<file path="src/rtl/voice_dac_pkg.sv">
// Shared types and arithmetic helpers for the voice_dac audio output stage.
// Used by voice_dac (gain FSM, scaler) and voice_dac_sd2 (modulator).
package voice_dac_pkg;

    typedef enum logic [1:0] {
        MUTED     = 2'd0,
        RAMP_UP   = 2'd1,
        RUN       = 2'd2,
        RAMP_DOWN = 2'd3
    } dac_state_t;

    localparam logic [8:0] GAIN_MAX = 9'd256;

    // Full-scale magnitude of a signed sample of the given width.
    function automatic int fs(input int in_w);
        return 32'sd1 <<< (in_w - 32'sd1);
    endfunction

    // a + b clamped to the range of a signed w-bit value.
    function automatic int sat_add(input int a, input int b, input int w);
        int hi;
        int lo;
        int s;
        hi = fs(w) - 32'sd1;
        lo = -fs(w);
        s  = a + b;
        if (s > hi) begin
            return hi;
        end else if (s < lo) begin
            return lo;
        end else begin
            return s;
        end
    endfunction

endpackage

</file>
<file path="src/rtl/voice_dac_sd2.sv">
// Second-order 1-bit sigma-delta modulator for the voice_dac output stage.
// Define VOICE_DAC_DITHER_EN to add LFSR dither at the quantiser input.
module voice_dac_sd2
    import voice_dac_pkg::*;
#(
    parameter int IN_W  = 10,
    parameter int ACC_W = IN_W + 4
) (
    input  logic            clk2m5,
    input  logic            res_i,
    input  logic [IN_W-1:0] x,
    output logic            pdm_o
);

    localparam int FS = fs(IN_W);

    logic signed [ACC_W-1:0] i1_r;
    logic signed [ACC_W-1:0] i2_r;
    logic signed [ACC_W-1:0] i1_n;
    logic signed [ACC_W-1:0] i2_n;
    logic                    pdm_r;
    logic                    pdm_n;
    int                      fb_s;
    int                      q_s;

`ifdef VOICE_DAC_DITHER_EN
    logic [15:0] lfsr_r;
    logic [15:0] lfsr_n;

    // Galois LFSR x^16+x^14+x^13+x^11+1, one shift per cycle.
    always_comb begin
        lfsr_n = {1'b0, lfsr_r[15:1]} ^ (lfsr_r[0] ? 16'hB400 : 16'h0000);
    end

    // Dither state register.
    always_ff @(posedge clk2m5) begin
        if (res_i) begin
            lfsr_r <= 16'hACE1;
        end else begin
            lfsr_r <= lfsr_n;
        end
    end
`endif

    // Both integrators update in one cycle; i2 sees the freshly updated i1.
    always_comb begin
        fb_s = pdm_r ? FS : -FS;
        i1_n = ACC_W'(sat_add(int'(i1_r), int'($signed(x)) - fb_s, ACC_W));
        i2_n = ACC_W'(sat_add(int'(i2_r), int'(i1_n) - fb_s, ACC_W));
`ifdef VOICE_DAC_DITHER_EN
        // Dither only perturbs the decision, never the integrator state.
        q_s  = int'(i2_n) + int'($signed(lfsr_r[1:0]));
`else
        q_s  = int'(i2_n);
`endif
        pdm_n = (q_s >= 32'sd0);
    end

    // Integrator and output registers.
    always_ff @(posedge clk2m5) begin
        if (res_i) begin
            i1_r  <= '0;
            i2_r  <= '0;
            pdm_r <= 1'b0;
        end else begin
            i1_r  <= i1_n;
            i2_r  <= i2_n;
            pdm_r <= pdm_n;
        end
    end

    assign pdm_o = pdm_r;

endmodule

</file>
<file path="src/rtl/voice_dac.sv">
// Voice audio output: sample capture, pop-free mute/unmute gain ramp and scaler
// feeding a 2nd-order PDM modulator (optional dither via VOICE_DAC_DITHER_EN).
module voice_dac
    import voice_dac_pkg::*;
#(
    parameter int IN_W     = 10,
    parameter int RAMP_DIV = 64,
    parameter int ACC_W    = IN_W + 4
) (
    input  logic            clk2m5,
    input  logic            res_i,
    input  logic [IN_W-1:0] snd_i,
    input  logic            snd_stb_i,
    input  logic            mute_i,
    output logic            pdm_o,
    output logic            active_o,
    output logic [8:0]      gain_o
);

    localparam int              PRE_W    = (RAMP_DIV > 1) ? $clog2(RAMP_DIV) : 1;
    localparam logic [PRE_W-1:0] PRE_LAST = PRE_W'(RAMP_DIV - 1);
    localparam int              PROD_W   = IN_W + 10;

    dac_state_t               state_r;
    dac_state_t               state_n;
    logic [8:0]               gain_r;
    logic [8:0]               gain_n;
    logic [PRE_W-1:0]         pre_r;
    logic [PRE_W-1:0]         pre_n;
    logic                     step_s;
    logic                     active_r;
    logic signed [IN_W-1:0]   sample_q;
    logic signed [IN_W-1:0]   x_r;
    logic signed [PROD_W-1:0] samp_ext_s;
    logic signed [PROD_W-1:0] gain_ext_s;
    logic signed [PROD_W-1:0] prod_s;

    assign step_s = (pre_r == PRE_LAST);

    // Gain FSM next-state: direction changes keep the current gain and prescaler phase.
    always_comb begin
        state_n = state_r;
        gain_n  = gain_r;
        pre_n   = '0;
        case (state_r)
            MUTED: begin
                gain_n = 9'd0;
                if (!mute_i) begin
                    state_n = RAMP_UP;
                end else begin
                    state_n = MUTED;
                end
            end
            RAMP_UP: begin
                pre_n = step_s ? '0 : pre_r + PRE_W'(1);
                if (mute_i) begin
                    state_n = RAMP_DOWN;
                end else if (gain_r >= GAIN_MAX) begin
                    state_n = RUN;
                    gain_n  = GAIN_MAX;
                    pre_n   = '0;
                end else if (step_s) begin
                    gain_n = gain_r + 9'd1;
                    if (gain_r == GAIN_MAX - 9'd1) begin
                        state_n = RUN;
                    end else begin
                        state_n = RAMP_UP;
                    end
                end else begin
                    state_n = RAMP_UP;
                end
            end
            RUN: begin
                gain_n = GAIN_MAX;
                if (mute_i) begin
                    state_n = RAMP_DOWN;
                end else begin
                    state_n = RUN;
                end
            end
            RAMP_DOWN: begin
                pre_n = step_s ? '0 : pre_r + PRE_W'(1);
                if (!mute_i) begin
                    state_n = RAMP_UP;
                end else if (gain_r == 9'd0) begin
                    state_n = MUTED;
                    pre_n   = '0;
                end else if (step_s) begin
                    gain_n = gain_r - 9'd1;
                    if (gain_r == 9'd1) begin
                        state_n = MUTED;
                    end else begin
                        state_n = RAMP_DOWN;
                    end
                end else begin
                    state_n = RAMP_DOWN;
                end
            end
            default: begin
                state_n = MUTED;
                gain_n  = 9'd0;
            end
        endcase
    end

    // Gain FSM state, prescaler and status registers.
    always_ff @(posedge clk2m5) begin
        if (res_i) begin
            state_r  <= MUTED;
            gain_r   <= 9'd0;
            pre_r    <= '0;
            active_r <= 1'b0;
        end else begin
            state_r  <= state_n;
            gain_r   <= gain_n;
            pre_r    <= pre_n;
            active_r <= (state_n == RUN);
        end
    end

    // Gain is zero-extended so 256 multiplies as +256, not -256.
    assign samp_ext_s = PROD_W'(sample_q);
    assign gain_ext_s = PROD_W'({1'b0, gain_r});
    assign prod_s     = samp_ext_s * gain_ext_s;

    // Sample capture and scaled-sample register.
    always_ff @(posedge clk2m5) begin
        if (res_i) begin
            sample_q <= '0;
            x_r      <= '0;
        end else begin
            if (snd_stb_i) begin
                sample_q <= $signed(snd_i);
            end else begin
                sample_q <= sample_q;
            end
            x_r <= IN_W'(prod_s >>> 4'd8);
        end
    end

    voice_dac_sd2 #(
        .IN_W  (IN_W),
        .ACC_W (ACC_W)
    ) u_sd2 (
        .clk2m5 (clk2m5),
        .res_i  (res_i),
        .x      (x_r),
        .pdm_o  (pdm_o)
    );

    assign active_o = active_r;
    assign gain_o   = gain_r;

endmodule

</file>
<file path="config.mk">
export PLATFORM = sky130hd
export DESIGN_NAME = voice_dac
export DESIGN_NICKNAME = d
export VERILOG_FILES = /design/src/rtl/voice_dac_pkg.sv /design/src/rtl/voice_dac_sd2.sv /design/src/rtl/voice_dac.sv
export SDC_FILE = /design/constraint.sdc
export NUM_CORES = 1
export LEC_CHECK = 0
export ABC_AREA = 1
export CORE_ASPECT_RATIO = 0.9
export CORE_MARGIN = 4
export CORE_UTILIZATION = 25
export DETAILED_ROUTE_END_ITERATION = 16
export PLACE_DENSITY_LB_ADDON = 0.05
export SYNTH_ARGS = -nofsm -noshare
export SYNTH_HDL_FRONTEND = slang
export SYNTH_HIERARCHICAL = 1
export SYNTH_SLANG_ARGS = --single-unit
</file>
<file path="constraint.sdc">
create_clock -name clk2m5 -period 8.2 [get_ports clk2m5]
set_input_delay 1.64 -clock clk2m5 [delete_from_list [all_inputs] [get_ports clk2m5]]
set_output_delay 1.64 -clock clk2m5 [all_outputs]
set_load 0.01 [all_outputs]
</file>
# Word level (Yosys, flattened, before mapping)
# Cells that the tools add are included.
# word_totals
reg_bits	67
inputBits	14
output_inout_bits	11
word_cells	67
# op_classes
n_addsub	7
n_mul	1
n_lt_le_gt_ge	6
n_eq_ne	12
n_mux	29
reduce_logical	3
# op_table
cell	count
$add 14x32->32	2
$gt 32x14->1 const B	2
$lt 32x14->1 const B	2
$mux 14	4
$mux 9	6
$pmux 9 s4	1
$mux 32	1
$sub 10x32->32	1
$sub 14x32->32	1
$mux 6	5
$mul 10x10->18	1
$mux 2	8
$ge 14x1->1 const B	1
$pmux 6 s2	1
$add 9x1->9 const B	1
$eq 9x1->1 const B	1
$eq 9x8->1 const B	1
$ge 9x9->1 const B	1
$logic_not 9->1	1
$sub 9x1->9 const B	1
$ne 2x2->1 const B	4
$pmux 2 s4	1
$add 6x1->6 const B	1
$eq 2x2->1 const B	3
other kinds (6)	7

# Depth between registers and ports, before layout
# depth
depth_word	12
depth_mapped	38
mapped_depth_nobuf	36

# Modules after synthesis
# Netlist, hierarchy kept.
# modules_own_cells
module	instances	cells_per_inst	area_per_inst_um2	seq_area_each_um2
voice_dac	1	789	5474.0	760.7
voice_dac_sd2	1	483	3289.4	580.6

# Worst setup path after synthesis
# No wires, ideal clock.
# synth_timing
path_type	flip-flop to flip-flop
from	reg u_sd2.pdm_r, in the netlist u_sd2/pdm_o
to	reg u_sd2.i2_r[10]
arrival_ns	6.390
required_ns	8.130
path_slack_ns	1.740
path_stages_with_launch	36
n_path_buf	1
period_less_slack_ns	6.460
path_cell_list	dfxtp_1 -> inv_1 -> fa_1 -> inv_1 -> ha_1 -> nand2_1 -> inv_1 -> nand2_1 -> nand2_1 -> a21oi_1 -> nand2_1 -> fa_1 -> nor2_1 -> nand3_2 -> o21ai_4 -> clkinv_1 -> a21oi_1 -> ha_1 -> inv_1 -> ha_1 -> nand2_1 -> nor2_1 -> a211oi_1 -> o21ai_1 -> a21oi_1 -> o21ai_1 -> a21oi_1 -> o21ai_0 -> fa_1 -> inv_1 -> nor4_1 -> nand3_1 -> nand2_2 -> buf_6 -> nand2_1 -> a21oi_2
# synth_via
elab_chain_len	11
# synth_lines
item	line	source
start, declared	voice_dac_sd2.sv:21	logic pdm_r;
start signal, assigned	voice_dac_sd2.sv:68	pdm_r <= pdm_n;
$mux 32 (*)	voice_dac_sd2.sv:47	fb_s = pdm_r ? FS : -FS;
$sub 10x32->32	voice_dac_sd2.sv:48	i1_n = ACC_W'(sat_add(int'(i1_r), int'($signed(x)) - fb_s, ACC_W));
$add 14x32->32	voice_dac_pkg.sv:26	s = a + b;
$lt 32x14->1	voice_dac_pkg.sv:29	end else if (s < lo) begin
$mux 14	voice_dac_pkg.sv:29	
$mux 14	voice_dac_pkg.sv:27	if (s > hi) begin
$sub 14x32->32 (*)	voice_dac_sd2.sv:49	i2_n = ACC_W'(sat_add(int'(i2_r), int'(i1_n) - fb_s, ACC_W));
$add 14x32->32 (*)	voice_dac_pkg.sv:26	
$lt 32x14->1	voice_dac_pkg.sv:29	
$mux 14	voice_dac_pkg.sv:29	
$mux 14 (*)	voice_dac_pkg.sv:27	
end signal, assigned	voice_dac_sd2.sv:67	i2_r <= i2_n;
end, declared	voice_dac_sd2.sv:18	logic signed [ACC_W-1:0] i2_r;
# Mark *: on every way between the ends. The rest lies on a longest branch, timed or not.
# A chain may end at the register's enable or synchronous reset.

# Worst setup path after layout
# Same ends and word-level chain as after synthesis.

==> metrics.md <==
| Metric | Value |
|---|---|
| Startpoint Class | register |
| Antenna viol nets, final | 0 |
| Final Cycle Share | 0.893 |
| Max-slew headroom | 0.418 |
| Setup slack, reg-to-reg | ~0.87 ns |
| Clock Pin Slew Worst Setup and Hold Paths | approximately 0.060 ns |
| Initial Util | 0.256 |
| Chip height | 186 um |
| Storage element area | around 1300 um^2 |
| Yosys cell types | 47 |
| CP top delay family | adder cells |
| Number of I/O port buffers | 24 |
| Setup_tns | 0 ns |
| Most common cell after layout, fill and taps aside | nand2_1 |
| Most numerous cell on the critical path | nand2_1 |
| GP Congestion | approximately 0.76 |
| Max Fanout on Critical Path | 12 |
| Gr ovfl total | 0 |
| Syn Inst Count | 1272 |
| Max Cap Viol | 0 |
| Setup repair bufs after CTS | 0 |
| Root Buffer | clkbuf_16 |
| Fmax | ~0.14 GHz |
| Clock Path Buffers | 2 |
| First-pass GRT wire length | 40.7 mm |
| Drt wl/cell | ~14 um |
| DR DRC count | 0 |
| Pin count of the biggest net entering global routing | 44 |
| Most used flip-flop cell after synthesis | dfxtp_1 |
| Worst min-delay path class | register to register |
| Number of flops mapped to enable cells by yosys | 0 |
| Synth Net Count | around 1500 |
| Avg Cell Area, Syn | roughly 7 um^2 |
| Clk_skew | roughly 0.0074 ns |
| CTS Buf Count | 9 |
| Rows | 64 |
| Layout Area Growth over Synthesis | 11.2% |
| Crit path capture type | register |
| GRT Util Overall | 0.135 |
| Critical path buffer and inverter count | 6 |
| I/O pins | 25 |
| Mapped cell area | just under 9000 um^2 |
| Die Wd | a little over 200 um |
| DR pass1 iterations | 4 |
| Outcome | finished clean |
| Post-layout minimum cycle time | approximately 7.3 ns |
| Worst skew pair latency | ~0.35 ns |
| Final hold vios | 0 |
| Dpl hpwl | around 20 mm |
| Post-synth ARST share | 0 |
| H-tree depth | 3 |
| Core ar. | ~34000 um^2 |
| Initial antenna violation count | 0 |
| Nets | between 1000 and 1500 |
| Cts hold-fix bufs | 0 |
| TritonCTS Sinks | 67 |
| Number of global-route vias before repair | 7571 |
| Routed vias/inst | ~4.1 |
| Path type of the worst setup path | register to register |
| Commonest cells after routing, fill and taps aside | 308 x nand2_1, 307 x inv_1, 103 x nor2_1 |
| Worst-Margin Slew | approximately 0.87 ns |
| Post-CTS sizing | 0 |
| Via count | slightly above 7000 |
| DR iter-0 viols | 254 |
| CTS tree | built |
| Final-layout fill cell count | about 4000 |
| Final wirelength | between 20 and 25 mm |
| CP max-delay cell | dfxtp_1 |
| Arrival time at the worst endpoint | 7.61 ns |
| Worst path required time | between 8 and 9 ns |
| Share of cells above drive strength 1 | 0.0623 |
| Area of the multi-input gates | approximately 6100 um^2 |
| RSZ-0062 raised after global routing | false |
| CP peak stage delay | approximately 0.63 ns |
| Antenna cells | 0 |
| #FFs+latches synth | 67 |
| Die area | approximately 38000 um^2 |
| Ys Warns | 6 |
| Count of final setup violators | 0 |
| Max Slew Vio Count | 0 |
| Sequential area share after synthesis | 0.153 |
## layer usage
layer,GRT usage,vias up,share of wire
met4,0.0268,0,0.011
met5,0,-,0
met2,0.213,57,0.42
met3,0.0193,17,0.017
li1,-,3850,-
met1,0.198,3308,0.55
## sequential cells by signal, indices dropped and copies added, names as in the netlist
name / count
x_r: 10
u_sd2/pdm_o: 1
gain_o: 9
state_r: 2
pre_r: 6
u_sd2/i1_r: 14
u_sd2/i2_r: 14
sample_q: 10
active_o: 1
## final cells by class
cell class | count | area share
Clock buffer | 9 | 0.0231
Clock inverter | 7 | 0.00552
Inverter | 315 | 0.121
Multi-Input combinational cell | 855 | 0.623
Sequential cell | 67 | 0.138
Tap cell | 462 | 0.0593
Timing Repair Buffer | 32 | 0.0303
## synth_stat cells (all sizes together) (4+ instances only)
library cell  instances  area (um^2)
a31oi                 4         25.0
nand4                 6         43.8
inv                 313         1170
buf                  13         87.6
fa                   84         1680
xnor2                13          114
nand3                56          328
dfxtp                67         1340
nor2                109          448
a21oi                80          475
clkbuf               22         82.6
nor3                 10         50.1
ha                   90         1130
nand2               323         1250
xor2                 13          114
o21ai                41          220
## stage by stage
step,cell area [um^2],utilization,hold WS [ns],cells,setup WS [ns]
floorplan,8760,-,0.426,1272,1.74
global placement,9470,0.276,0.457,1731,0.943
detailed placement,9470,0.276,0.453,1731,0.809
CTS,9750,0.284,0.461,1747,0.780
global route,9750,0.284,0.518,1747,0.0674
finish,9750,0.284,0.457,1747,0.874
## worst register-to-register path, delay by kind of cell, from the launching register on
kind	cells	cell delay (ns)
buffers and inverters	6	0.69
and+or+nand+nor	12	1.44
DFF	1	0.63
AOI/OAI and AO/OA	10	2.04
adders and majority gates	6	2.44
## kinds of logic (layout without fill, tap and decap cells)
group                    count (synthesis)  in the layout  synth area share
AND/OR/NAND/NOR                        514            514             0.250
AO/OA/AOI/OAI                          141            141            0.0964
buffers and inverters                  350            363             0.154
XOR/XNOR                                26             26            0.0260
adder cells (fa/ha/maj)                174            174             0.320
flip-flops                              67             67             0.153
## worst paths after layout
kind,endpoint,depth (start not counted),startpoint
setup / recovery,u_sd2/i2_r[10]$_SDFF_PP0_,34,u_sd2/pdm_o$_SDFF_PP0_
hold / removal,pre_r[0]$_SDFF_PP0_,1,pre_r[0]$_SDFF_PP0_
setup reg to reg,u_sd2/i2_r[10]$_SDFF_PP0_,34,u_sd2/pdm_o$_SDFF_PP0_
hold reg to reg,pre_r[0]$_SDFF_PP0_,1,pre_r[0]$_SDFF_PP0_
Power is left out: the tool's default activity adds up to more than one toggle a clock period on the data nets, which glitch-free logic cannot reach.
